$ cat src/rtl/truth_table_sequencer.sv
// truth_table_sequencer
//   Exhaustive stimulus/checker for a small combinational block. Steps vec_out
//   through every input combination in ascending order, holds each vector for
//   SETTLE_CYCLES clocks, samples dut_in for one cycle and compares it with the
//   golden truth table. Reports pass, mismatch count and the first failing vector.
//
// Ports
//   clk              rising-edge clock
//   rst_n            synchronous active-low reset
//   start            level request, accepted only in IDLE
//   expected_tt      golden truth table, bit i = expected output for vector i
//   dut_in           output of the block under test (driven from vec_out)
//   vec_out          stimulus vector, MSB = first block input
//   busy             high from start acceptance through the final sample
//   done             one-cycle pulse at the end of a run
//   pass             last completed run had zero mismatches
//   mismatch_count   mismatches in the current/last run
//   first_fail_vec   lowest mismatching vector
//   first_fail_valid first_fail_vec is meaningful
//   observed_tt      captured responses (zero unless TRUTH_TABLE_CAPTURE_EN)
//
// Build option
//   TRUTH_TABLE_CAPTURE_EN : when defined, every sampled response is stored in
//                            observed_tt; otherwise observed_tt is tied to 0.
//
// State | meaning
//   IDLE   | waiting for start; results from the last run are held
//   SETTLE | vec_out applied, waiting for the block output to settle
//   SAMPLE | one cycle: compare dut_in, then advance or finish
//   DONE   | one cycle: done pulse, back to IDLE
module truth_table_sequencer #(
  parameter int N_INPUTS      = 4,
  parameter int SETTLE_CYCLES = 1
) (
  input  logic                       clk,
  input  logic                       rst_n,
  input  logic                       start,
  input  logic [(1<<N_INPUTS)-1:0]   expected_tt,
  input  logic                       dut_in,
  output logic [N_INPUTS-1:0]        vec_out,
  output logic                       busy,
  output logic                       done,
  output logic                       pass,
  output logic [N_INPUTS:0]          mismatch_count,
  output logic [N_INPUTS-1:0]        first_fail_vec,
  output logic                       first_fail_valid,
  output logic [(1<<N_INPUTS)-1:0]   observed_tt
);

  localparam int NVEC = 1 << N_INPUTS;
  localparam int CW   = (SETTLE_CYCLES > 1) ? $clog2(SETTLE_CYCLES) : 1;
  localparam logic [N_INPUTS-1:0] VEC_LAST    = '1;
  localparam logic [CW-1:0]       SETTLE_LAST = CW'(SETTLE_CYCLES - 1);

  typedef enum logic [1:0] {
    S_IDLE,
    S_SETTLE,
    S_SAMPLE,
    S_DONE
  } state_e;

  state_e                state_q, state_d;
  logic [N_INPUTS-1:0]   vec_q, vec_d;
  logic [CW-1:0]         cnt_q, cnt_d;
  logic                  busy_q, busy_d;
  logic                  pass_q, pass_d;
  logic [N_INPUTS:0]     mcnt_q, mcnt_d;
  logic [N_INPUTS-1:0]   ffv_q, ffv_d;
  logic                  ffvalid_q, ffvalid_d;
  logic                  mismatch;
  logic                  accept;

  assign mismatch = (dut_in != expected_tt[vec_q]);
  assign accept   = (state_q == S_IDLE) && start;

  always_comb begin
    state_d   = state_q;
    vec_d     = vec_q;
    cnt_d     = cnt_q;
    busy_d    = busy_q;
    pass_d    = pass_q;
    mcnt_d    = mcnt_q;
    ffv_d     = ffv_q;
    ffvalid_d = ffvalid_q;
    case (state_q)
      S_IDLE: begin
        if (start) begin
          vec_d     = '0;
          cnt_d     = '0;
          mcnt_d    = '0;
          ffv_d     = '0;
          ffvalid_d = 1'b0;
          pass_d    = 1'b0;
          busy_d    = 1'b1;
          state_d   = S_SETTLE;
        end
      end
      S_SETTLE: begin
        if (cnt_q == SETTLE_LAST) begin
          state_d = S_SAMPLE;
        end else begin
          cnt_d = cnt_q + 1'b1;
        end
      end
      S_SAMPLE: begin
        if (mismatch) begin
          mcnt_d = mcnt_q + 1'b1;
          if (!ffvalid_q) begin
            ffv_d     = vec_q;
            ffvalid_d = 1'b1;
          end
        end
        if (vec_q == VEC_LAST) begin
          state_d = S_DONE;
          busy_d  = 1'b0;
          // Verdict is registered from the final count (including this sample)
          // so it is already valid during the done pulse.
          pass_d  = (mcnt_d == '0);
        end else begin
          vec_d   = vec_q + 1'b1;
          cnt_d   = '0;
          state_d = S_SETTLE;
        end
      end
      S_DONE: begin
        state_d = S_IDLE;
      end
      default: begin
        state_d = S_IDLE;
      end
    endcase
  end

  always_ff @(posedge clk) begin
    if (!rst_n) begin
      state_q   <= S_IDLE;
      vec_q     <= '0;
      cnt_q     <= '0;
      busy_q    <= 1'b0;
      pass_q    <= 1'b0;
      mcnt_q    <= '0;
      ffv_q     <= '0;
      ffvalid_q <= 1'b0;
    end else begin
      state_q   <= state_d;
      vec_q     <= vec_d;
      cnt_q     <= cnt_d;
      busy_q    <= busy_d;
      pass_q    <= pass_d;
      mcnt_q    <= mcnt_d;
      ffv_q     <= ffv_d;
      ffvalid_q <= ffvalid_d;
    end
  end

`ifdef TRUTH_TABLE_CAPTURE_EN
  logic [NVEC-1:0] obs_q, obs_d;

  always_comb begin
    obs_d = obs_q;
    if (accept) begin
      obs_d = '0;
    end else if (state_q == S_SAMPLE) begin
      obs_d[vec_q] = dut_in;
    end
  end

  always_ff @(posedge clk) begin
    if (!rst_n) begin
      obs_q <= '0;
    end else begin
      obs_q <= obs_d;
    end
  end

  assign observed_tt = obs_q;
`else
  logic unused_accept;
  assign unused_accept = accept;
  assign observed_tt   = '0;
`endif

  assign vec_out          = vec_q;
  assign busy             = busy_q;
  assign done             = (state_q == S_DONE);
  assign pass             = pass_q;
  assign mismatch_count   = mcnt_q;
  assign first_fail_vec   = ffv_q;
  assign first_fail_valid = ffvalid_q;

endmodule
$ cat config.mk
export PLATFORM = sky130hd
export DESIGN_NAME = truth_table_sequencer
export DESIGN_NICKNAME = d
export VERILOG_FILES = /design/src/rtl/truth_table_sequencer.sv
export SDC_FILE = /design/constraint.sdc
export NUM_CORES = 1
export LEC_CHECK = 0
export BUFFER_PORTS_ARGS = -buffer_cell sky130_fd_sc_hd__buf_2
export CORE_MARGIN = 5
export CORE_UTILIZATION = 52
export DETAILED_ROUTE_END_ITERATION = 6
export HOLD_SLACK_MARGIN = 0.08
export MAX_ROUTING_LAYER = met4
export PLACE_DENSITY = 0.84
export SLEW_MARGIN = 20
export SYNTH_ARGS = -nofsm -noshare
export SYNTH_HDL_FRONTEND = slang
export SYNTH_SLANG_ARGS = --single-unit
$ cat constraint.sdc
create_clock -name clk -period 6.5 [get_ports clk]
set_input_delay 1.3 -clock clk [delete_from_list [all_inputs] [get_ports clk]]
set_output_delay 1.3 -clock clk [all_outputs]
set_load 0.05 [all_outputs]
Yosys cells after proc, flatten, opt, wreduce, memory -nomap -nowiden --
Cells that the tools add are included.
Cells by class: equal/unequal tests 11, add/sub/neg operators 3, muxes and demuxes 27, $lt $le $gt $ge 1, reductions and logical operators 11
Operator list (count):
- $mux 4 | 4
- $pmux 4 s2 | 2
- $mux 5 | 3
- $ne 2x2->1 const B | 6
- $reduce_and 3->1 | 4
- $pmux 5 s2 | 1
- $mux 1 | 8
- $pmux 2 s4 | 1
- $mux 2 | 3
- $pmux 1 s2 | 3
- $add 5x1->5 const B | 1
- $logic_not 5->1 | 1
- $lt 4x5->1 const B | 1
- $add 4x1->4 const B | 1
- $bmux 1 s4 | 1
- $eq 2x2->1 const B | 2
- $eq 4x4->1 const B | 1
- $reduce_and 2->1 | 2
- $reduce_and 4->1 | 1
- $pmux 1 s3 | 1
- $reduce_bool 3->1 | 1
- $eq 2x1->1 const B | 1
- $logic_not 2->1 | 1
- $reduce_bool 2->1 | 1
- other kinds (2) | 2
Storage, ports and cells: output and inout port bits 33, flip-flop bits (word level) 19, logic and storage cells 61

Longest topological paths before layout --
Gate-level depths: netlist (run 1).
word-level depth 8, mapped depth 9, gate-level depth less buffers 8

Least setup slack after synthesis (run 1) --
OpenSTA, ideal clock, no wires.
path type input port to flip-flop, start point in expected_tt[5], end point reg mcnt_q[3], in the netlist mismatch_count[3], slack 3.679 ns, stages 7, buffers on the path 0, library setup time 0.122 ns, arrival 2.699 ns, data required time 6.378 ns, path through mux2i_1 nor3b_2 nor3_2 mux2_2 nor2_4 a41oi_1 a311o_1
On the way: cells in the longest elaborated chain, start to end 6
RTL lines:
- start, declared | line 38 | input logic [(1<<N_INPUTS)-1:0] expected_tt,
- $bmux 1 s4 | line 73 | assign mismatch = (dut_in != expected_tt[vec_q]);
- $mux 1 (not written as such) | line 73
- $ne 1x1->1 | line 73
- $mux 5 | line 106 | if (mismatch) begin
- $mux 5 | line 85 | case (state_q)
- $pmux 5 s2 | line 85
- end signal, assigned | line 150 | mcnt_q <= mcnt_d;
- end, declared | line 67 | logic [N_INPUTS:0] mcnt_q, mcnt_d;
Every way passes these cells. The select of a mux whose other input is x is not followed. A chain may end at the register's enable or synchronous reset.

Worst setup path after layout (run 1) --
Same ends and word-level chain as after synthesis.

==> impl_metrics.yaml, run 1 <==
outcome:
  status: "complete, no violations"
synthesis:
  synth_area_um2: 1360
  syn-instance-count: 168
  synth_warnings: 0
  ys_ff_latch: 18
  synth_area_per_cell_um2: 8.10
  yosysUniqueCellTypes: 46
  ys.flop_type: "dfxtp_1"
  yosysSeqAreaShare: 0.265
  synth_edf_count: 0
  async_flop_share: 0
clock_network:
  cts_hold_buf: 0
  clock-sinks: 18
  h-tree-depth: 1
  cts_resized: 0
  cts.path.max_buffers: 2
  cts-root-buf: "clkbuf_4"
  cts_made_buffers: 3
  post_cts_buffers: 0
  path_clk_slew_ns: 0.10
  tritoncts: "built"
  clock_latency_ns: 0.30
place:
  portBuffers: 36
  place_hpwl_um: 2310
  dpl.cell_count: 222
  gp_congestion: 0.802
worst_setup_path:
  worst-path-buf-inv: 1
  cp_max_fo: 13
  crit_path_start: "expected_tt[5]"
  worst-setup-path-type: "in -> reg"
  cp.required_ns: 6.70
  reg2reg_setup_slack_ns: 3.98
  cp-start-kind: "input pin"
  cpPeakStageDelay_ns: 0.41
  end_kind: "flop"
  crit_family: "simple AND/OR/NAND/NOR gates"
  path_cells: "buf_2 -> mux2i_1 -> nor3b_2 -> nor3_2 -> mux2_2 -> nor2_4 -> a41oi_1 -> a311o_1"
  reg2reg_from: "vec_out[2]"
  arrival_ns: 3.05
  slowest_stage: "mux2_2"
sta:
  period_share: 0.439
  hold_slack_ns: 0.496
  finClkSkew_ns: 0.00682
  period_needed_ns: 2.85
  tightest_slew_ns: 0.798
  tns_ns: 0
  maxSlewHeadroom: 0.465
  fmax_mhz: 350
  rsz0062_at_grt: "false"
  setup_viol: 0
  hold_viol: 0
  drv_slew: 0
die:
  core_area_um2: 2500
  chipHeight_um: 61.2
  dieArea_um2: 3740
  io_pins: 53
  dieWidth_um: 61.2
  placementRows: 18
  start_util: 0.545
power:
  seq_power_share: 0.501
  combPwrFrac: 0.254
  pwr-share-clk: 0.244
  p_leak_nw: 0.632
  ir_drop_uv: 125
  power.density_nw_per_um2: 156
  switching_power_uw: 82.1
  p_sw_frac: 0.356
  p_int_uw: 149
global_route:
  grt_first_pass_wirelength_um: 4640
  grt-ovfl-total: 0
  grtUsageTotal: 0.168
  antenna_found_initial: 0
  grt_pass1_vias: 1048
  grt_start_max_net_pins: 15
detailed_routing:
  postRouteAntennaNets: 0
  wl_per_cell_um: 13.8
  num_vias: 1255
  finalWirelength_um: 3100
  first_iter_violations: 36
  post_drt_via_cell_ratio: 5.58
  drc: 0
  first_pass_iters: 5
job:
  drv_cap: 0
finish:
  layout_commonest_cell: "buf_2"
  final_cells: 225
  area_growth_pct: 8.73
  antenna_cells: 0
  mostFrequentLayoutCells: "buf_2, dfxtp_1, conb_1"
  drive_above_1_share: 0.251
  finalNetCount: 219
min_path:
  worstHoldPathType: "reg -> reg"
  min-delay-start: "first_fail_vec[3]"
-- synth_stat cells (2+ instances only) --
| cell type | number | area share |
|---|---|---|
| buf_4 | 18 | 0.099 |
| dfxtp_1 | 18 | 0.26 |
| a21oi_1 | 14 | 0.051 |
| nand3_1 | 13 | 0.048 |
| mux2i_1 | 11 | 0.081 |
| nor2_1 | 10 | 0.028 |
| nand2_1 | 9 | 0.025 |
| clkbuf_1 | 7 | 0.019 |
| nand2b_1 | 5 | 0.023 |
| o21ai_0 | 5 | 0.018 |
| o21ai_1 | 5 | 0.018 |
| nor3_1 | 4 | 0.015 |
| xnor2_1 | 4 | 0.026 |
| and3_1 | 3 | 0.014 |
| inv_1 | 3 | 0.0083 |
| nor2b_1 | 3 | 0.014 |
| o21a_1 | 3 | 0.017 |
| ha_1 | 2 | 0.018 |
| nand3b_1 | 2 | 0.011 |
| nor3_2 | 2 | 0.015 |
| nor3b_2 | 2 | 0.018 |
-- tightest hold or removal path, cell delays in order, from the launching register on --
cell	delay, ns
dfxtp_1	0.33
o21ai_1	0.07
a21oi_1	0.06
-- metal layers --
layer | wire [um] | GRT usage | up-vias
met2 | 1360 | 0.255 | 67
met5 | 0 | - | -
met3 | 371 | 0.0377 | 4
met1 | 1340 | 0.223 | 558
li1 | - | - | 626
met4 | 25 | 0.0464 | 0
-- final cells by class --
cell class	instances	area, um2
clock buffers	3	22.5
flip-flops and latches	18	360
fillers	244	1020
well taps	30	37.5
inverters	3	11.3
repair buffers	36	180
multi-input cells	135	868
-- power by group through the flow --
stage / Combinational, mW / Clock [mW] / Sequential (mW)
floorplan: 0.0525 / 0 / 0.121
global placement: 0.0575 / 0 / 0.118
detailed placement: 0.0583 / 0 / 0.118
CTS: 0.0584 / 0.0560 / 0.116
global route: 0.0625 / 0.0628 / 0.116
finish: 0.0587 / 0.0563 / 0.116
-- registers in the layout (all words and copies together) (netlist names) --
| register | cells |
|---|---|
| busy | 1 |
| first_fail_valid | 1 |
| first_fail_vec | 4 |
| mismatch_count | 5 |
| pass | 1 |
| state_q | 2 |
| vec_out | 4 |
-- stage by stage --
stage	area, um2	worst slack (ns)	utilization	total power, mW
after detailed placement	1460	3.32	0.583	0.176
after global placement	1460	3.39	0.583	0.176
final	1480	3.65	0.592	0.231
after global routing	1480	3.57	0.592	0.242
after floorplan	1420	3.68	-	0.174
after CTS	1480	3.64	0.592	0.230
-- worst paths after layout --
path | to | cells past startpoint
hold / removal | first_fail_vec[3] | 2
setup reg to reg | mismatch_count[3] | 7
setup / recovery | mismatch_count[3] | 8
hold reg to reg | first_fail_vec[3] | 2
-- cells by family after synthesis --
logic type                 share of synthesized area
AOI/OAI and AO/OA                              0.201
and+or+nand+nor                                0.249
DFF                                            0.265
xor gates and xnor gates                      0.0257
buffers and inverters                          0.139
adders and majority gates                     0.0184
muxes                                         0.0993
other                                        0.00275
Power figures use the tool's default switching activity.
==> run 2, diff against run 1 <==
--- a/config.mk
+++ b/config.mk
@@ -5,13 +5,14 @@
 export SDC_FILE = /design/constraint.sdc
 export NUM_CORES = 1
 export LEC_CHECK = 0
+export ABC_AREA = 1
 export BUFFER_PORTS_ARGS = -buffer_cell sky130_fd_sc_hd__buf_2
 export CORE_MARGIN = 5
-export CORE_UTILIZATION = 52
+export CORE_UTILIZATION = 48
 export DETAILED_ROUTE_END_ITERATION = 6
 export HOLD_SLACK_MARGIN = 0.08
 export MAX_ROUTING_LAYER = met4
-export PLACE_DENSITY = 0.84
+export PLACE_DENSITY = 0.79
 export SLEW_MARGIN = 20
 export SYNTH_ARGS = -nofsm -noshare
 export SYNTH_HDL_FRONTEND = slang
==> constraint.sdc (replaced) <==
create_clock -name clk -period 3 [get_ports clk]
set_input_delay 0.6 -clock clk [delete_from_list [all_inputs] [get_ports clk]]
set_output_delay 0.6 -clock clk [all_outputs]
set_load 0.05 [all_outputs]
==> run 2 against run 1 <==
  * Worst setup slack lost 2.6 ns
  * First-iteration DRC count up 2.8%
  * Die area up 4.2%
  * Critical path depth rose by 7
  * Critical endpoint is now pass
==> impl_metrics.yaml, run 2 <==
sta:
  worst_slack_ns: 1.05
  tns_ns: 0
  hold_viol: 0
  period_needed_ns: 1.95
  period_share: 0.651
  finClkSkew_ns: 0.0120
  rsz0062_at_grt: "false"
  drv_slew: 0
  fmax_mhz: 512
  setup_viol: 0
job:
  drv_cap: 0
clock_network:
  cts_resized: 0
  cts_hold_buf: 0
  cts.path.max_buffers: 2
  path_clk_slew_ns: 0.11
  post_cts_buffers: 0
  tritoncts: "built"
  h-tree-depth: 1
  cts-root-buf: "clkbuf_4"
  cts_made_buffers: 3
  clock_latency_ns: 0.30
  clock-sinks: 18
finish:
  drive_above_1_share: 0.247
  design_area_um2: 1480
  area_growth_pct: 12.1
  layout_commonest_cell: "nand2_1"
  regArea_um2: 360
  final_util: 0.551
  mostFrequentLayoutCells: "nand2_1, buf_2, nand3_1"
  fillers: 296
  final_cells: 262
  finalNetCount: 254
  antenna_cells: 0
  multi_input_area_um2: 769
  largest_reg_flops: 5
worst_setup_path:
  cp.required_ns: 3.19
  end_kind: "flop"
  worst-setup-path-type: "reg -> reg"
  cp_max_fo: 13
  cp-start-kind: "flop"
  arrival_ns: 2.14
place:
  pre_cts_slack_ns: 1.08
  dpl.cell_count: 258
  place_hpwl_um: 2130
  place_area_um2: 1440
  gp_congestion: 0.832
  portBuffers: 36
synthesis:
  yosys.area.top_type: "dfxtp_1"
  yosysUniqueCellTypes: 28
  synth_area_per_cell_um2: 6.73
  synth_warnings: 0
  synth_top_area_share: 0.273
  synth_edf_count: 0
  syn-instance-count: 196
  yosysSeqAreaShare: 0.273
  synthTopCellsByCount: "nand2_1, nand3_1, inv_1, dfxtp_1, buf_4"
  ys.flop_type: "dfxtp_1"
  synth_area_um2: 1320
  synth.most_common_cell: "nand2_1"
  async_flop_share: 0
  ys_ff_latch: 18
  synth_area_leaders: "dfxtp_1, nand2_1, buf_4, nand3_1, inv_1"
power:
  p_leak_nw: 0.764
  combPwrFrac: 0.267
  seq_power_share: 0.460
  pwr-share-clk: 0.273
  p_sw_frac: 0.353
  p_int_uw: 352
  ir_drop_uv: 348
  power.density_nw_per_um2: 368
  switching_power_uw: 193
die:
  start_util: 0.491
  placementRows: 19
  chipHeight_um: 62.4
  core_area_um2: 2690
  dieWidth_um: 62.4
  dieArea_um2: 3900
  io_pins: 53
detailed_routing:
  first_iter_violations: 37
  first_pass_iters: 4
  postRouteAntennaNets: 0
  finalWirelength_um: 2730
  post_drt_via_cell_ratio: 4.81
  wl_per_cell_um: 10.4
  num_vias: 1260
  drc: 0
outcome:
  status: "complete, no violations"
global_route:
  grt_start_max_net_pins: 18
  grt_pass1_vias: 1135
  grt-ovfl-total: 0
  antenna_found_initial: 0
  grt_first_pass_wirelength_um: 4600
  grtUsageTotal: 0.141
min_path:
  worstHoldPathType: "reg -> reg"
run 2: changes by cell type after synthesis, sizes merged, moves of 5 or more:
cell / before / now
inv: 3 / 22
mux2i: 12 / 0
nand2: 9 / 66
nand4: 0 / 5
o21ai: 10 / 1
nand3: 13 / 28
clkbuf: 7 / 1
nor3: 7 / 2
nand2b: 5 / 0
run 2: through the flow:
step	total power, mW	hold WS [ns]
after global placement	0.400	0.454
after detailed placement	0.402	0.453
after CTS	0.550	0.468
after floorplan	0.393	0.516
after global routing	0.578	0.501
final	0.545	0.468
run 2: cell families after synthesis:
kind of cell / Yosys count / share of synthesized area
AOI/OAI and AO/OA: 17 / 0.0673
xor gates and xnor gates: 3 / 0.0199
adders and majority gates: 2 / 0.0190
buffers and inverters: 44 / 0.187
DFF: 18 / 0.273
other: 1 / 0.00284
and+or+nand+nor: 111 / 0.431
run 2: worst paths after layout:
| check | cells past startpoint | slack [ns] | to | start |
|---|---|---|---|---|
| worst min register to register | 2 | 0.47 | first_fail_vec[1] | first_fail_vec[1] |
| worst min-delay path | 2 | 0.47 | first_fail_vec[1] | first_fail_vec[1] |
| worst max register to register | 15 | 1.05 | pass | vec_out[0] |
| worst max-delay path | 15 | 1.05 | pass | vec_out[0] |
run 2: final cells by class:
class,count,area share
clock buffer,4,0.0245
inverter,24,0.0642
multi-input combinational,149,0.520
sequential,18,0.243
tap,31,0.0262
timing repair buffer,36,0.122
run 2: per-layer routing:
layer  GRT usage  wire, um  vias to the layer above
li1            -         -                      661
met1       0.162      1180                      560
met2       0.241      1350                       35
met3      0.0432       176                        4
met4      0.0318        21                        0
met5           -         0                        -
run 2: critical path, cell delays in order (launching register included):
cell and delay, ns:
dfxtp_1 0.64, inv_2 0.17, nand2_1 0.09, nand3_1 0.06, nand2_1 0.08, nand2_1 0.06
nand2_2 0.10, clkinv_4 0.08, nand2_4 0.09, nand2_8 0.07, nand2_4 0.10, nand2_2 0.05
nand2_1 0.08, nor2_1 0.05, nand2_1 0.06, nand2_1 0.05
run 2: power groups by stage:
stage,clock network [mW],registers [mW],logic (mW)
2_1_floorplan,0,0.264,0.128
3_3_place_gp,0,0.256,0.144
3_5_place_dp,0,0.256,0.145
4_1_cts,0.154,0.251,0.146
5_1_grt,0.168,0.252,0.158
6_report,0.149,0.251,0.146
==> run 3, diff against run 2 <==
--- a/config.mk
+++ b/config.mk
@@ -5,7 +5,7 @@
 export SDC_FILE = /design/constraint.sdc
 export NUM_CORES = 1
 export LEC_CHECK = 0
-export ABC_AREA = 1
+export ABC_AREA = 0
 export BUFFER_PORTS_ARGS = -buffer_cell sky130_fd_sc_hd__buf_2
 export CORE_MARGIN = 5
 export CORE_UTILIZATION = 48
==> constraint.sdc (replaced) <==
create_clock -name clk -period 1.95 [get_ports clk]
set_input_delay 0.39 -clock clk [delete_from_list [all_inputs] [get_ports clk]]
set_output_delay 0.39 -clock clk [all_outputs]
set_load 0.05 [all_outputs]
==> run 3 against run 2 <==
  * The flow now finishes with violations (negative setup slack)
  * Via count is 6.5% higher
  * Wire length is 28% higher
  * Total power is 56% higher
  * Sequential cell count stayed put
  * Final cell count is 6.1% lower
  * Sequential share of layout area is 3.0 points lower
  * Fmax is 1.4% lower
  * Non-clock buffer count is 19 higher
  * Critical endpoint is now mismatch_count[2]
  * Critical path type unchanged
  * First-iteration DRC count is 8.1% lower
  * Global-route usage is 3.1 points higher
  * Register-to-register slack worse by 1.1 ns
  * Sequential power is 52% higher
==> impl_metrics.yaml, run 3 (same netlist as run 1, synthesis figures left out) <==
die:
  dieArea_um2: 4000
  core_area_um2: 2730
  io_pins: 53
  dieWidth_um: 63.3
  start_util: 0.498
  placementRows: 19
  chipHeight_um: 63.3
sta:
  drv_slew: 0
  hold_viol: 0
  hold_slack_ns: 0.417
  tns_ns: -0.0631
  fmax_mhz: 505
  rsz0062_at_grt: "true"
  setup_viol: 3
  period_share: 1.02
  finClkSkew_ns: 0.00351
  period_needed_ns: 1.98
  worst_slack_ns: -0.0293
worst_setup_path:
  arrival_ns: 2.17
  path_cells: "mux2i_1 -> nor3_1 -> nor3_4 -> mux2i_2 -> nor2_4 -> buf_6 -> and3_1 -> o221a_1"
  cpPeakStageDelay_ns: 0.42
  cp_max_fo: 7
  worst-path-buf-inv: 1
  crit_family: "simple AND/OR/NAND/NOR gates"
  cp.required_ns: 2.14
  end_kind: "flop"
  slowest_stage: "dfxtp_4"
  worst-setup-path-type: "reg -> reg"
  cp-start-kind: "flop"
detailed_routing:
  wl_per_cell_um: 14.2
  num_vias: 1342
  drc: 0
  post_drt_via_cell_ratio: 5.46
  finalWirelength_um: 3490
  first_iter_violations: 34
  postRouteAntennaNets: 0
  first_pass_iters: 6
finish:
  layout_commonest_cell: "buf_2"
  mostFrequentLayoutCells: "buf_2, buf_4, conb_1"
  antenna_cells: 0
  design_area_um2: 1730
  largest_reg_flops: 5
  drive_above_1_share: 0.391
  area_growth_pct: 26.7
  final_util: 0.631
  fillers: 242
  finalNetCount: 238
power:
  power.total_uw: 848
  combPwrFrac: 0.282
  switching_power_uw: 284
  seq_power_share: 0.449
  power.density_nw_per_um2: 491
  pwr-share-clk: 0.269
  p_sw_frac: 0.335
  p_int_uw: 564
  ir_drop_uv: 441
  p_leak_nw: 0.761
global_route:
  grtUsageTotal: 0.172
  grt_start_max_net_pins: 12
  grt_first_pass_wirelength_um: 5510
  grt_pass1_vias: 1194
  antenna_found_initial: 0
  grt-ovfl-total: 0
place:
  place_hpwl_um: 2610
  portBuffers: 36
  place_area_um2: 1620
  gp_congestion: 0.855
outcome:
  failed_checks: "negative setup slack"
  status: "finished, violations left"
job:
  drv_cap: 0
clock_network:
  cts-root-buf: "clkbuf_4"
  tritoncts: "built"
  clock_latency_ns: 0.29
  clock-sinks: 18
  path_clk_slew_ns: 0.10
  cts.path.max_buffers: 2
  h-tree-depth: 1
  cts_made_buffers: 3
min_path:
  worstHoldPathType: "in -> reg"
-- run 3: cell types whose count changed in the layout (fill, tap and decap cells not counted), sizes merged, moves of 9 or more --
cell   previous run  this run
nand2            66         9
buf              36        55
mux2i             0        12
nand3            28        13
inv              22         3
o21ai             1        10
-- run 3: power by group through the flow --
| stage | sequential, mW | clock [mW] | combinational, mW |
|---|---|---|---|
| after floorplan | 0.402 | 0 | 0.181 |
| after detailed placement | 0.389 | 0 | 0.223 |
| after global routing | 0.383 | 0.254 | 0.254 |
| final | 0.381 | 0.228 | 0.239 |
| after CTS | 0.381 | 0.237 | 0.232 |
| after global placement | 0.389 | 0 | 0.221 |
-- run 3: area by class of cell --
cell class	instances	area, um2	area share
well taps	31	38.8	0.0225
multi-input cells	135	940	0.545
repair buffers	55	330	0.191
inverters	3	11.3	0.00653
flip-flops and latches	18	369	0.214
clock buffers	4	36.3	0.0210
-- run 3: worst paths after layout --
check / end / cells after the start / startpoint / slack (ns)
hold / removal: state_q[1] / 2 / rst_n / 0.42
hold reg to reg: first_fail_vec[1] / 2 / first_fail_vec[1] / 0.49
setup / recovery: mismatch_count[2] / 8 / vec_out[0] / -0.03
setup reg to reg: mismatch_count[2] / 8 / vec_out[0] / -0.03
-- run 3: timing repair --
action                                  CTS  global route
setup buffers                             3             0
gates cloned                              0             0
resized for setup                         3            10
endpoints found under the setup margin    8            12
pin swaps                                13             4
hold buffers                              0             0
endpoints found under the hold margin     0             0
-- run 3: per-layer routing --
layer	GRT usage	wire length, um
met5	-	0
met4	0.0623	59
met3	0.0409	310
met2	0.272	1630
met1	0.214	1480
-- run 3: metrics by stage --
| stage | cells | worst slack, ns |
|---|---|---|
| final | 246 | -0.0293 |
| after global routing | 246 | -0.134 |
| after detailed placement | 240 | -0.146 |
| after CTS | 246 | -0.0524 |
| after floorplan | 183 | -0.177 |
| after global placement | 240 | -0.0987 |
-- run 3: worst reg2reg max path, stage by stage (launching register included) --
cell and delay (ns):
dfxtp_4 0.42, mux2i_1 0.20, nor3_1 0.10, nor3_4 0.24, mux2i_2 0.34, nor2_4 0.08
buf_6 0.14, and3_1 0.13, o221a_1 0.23
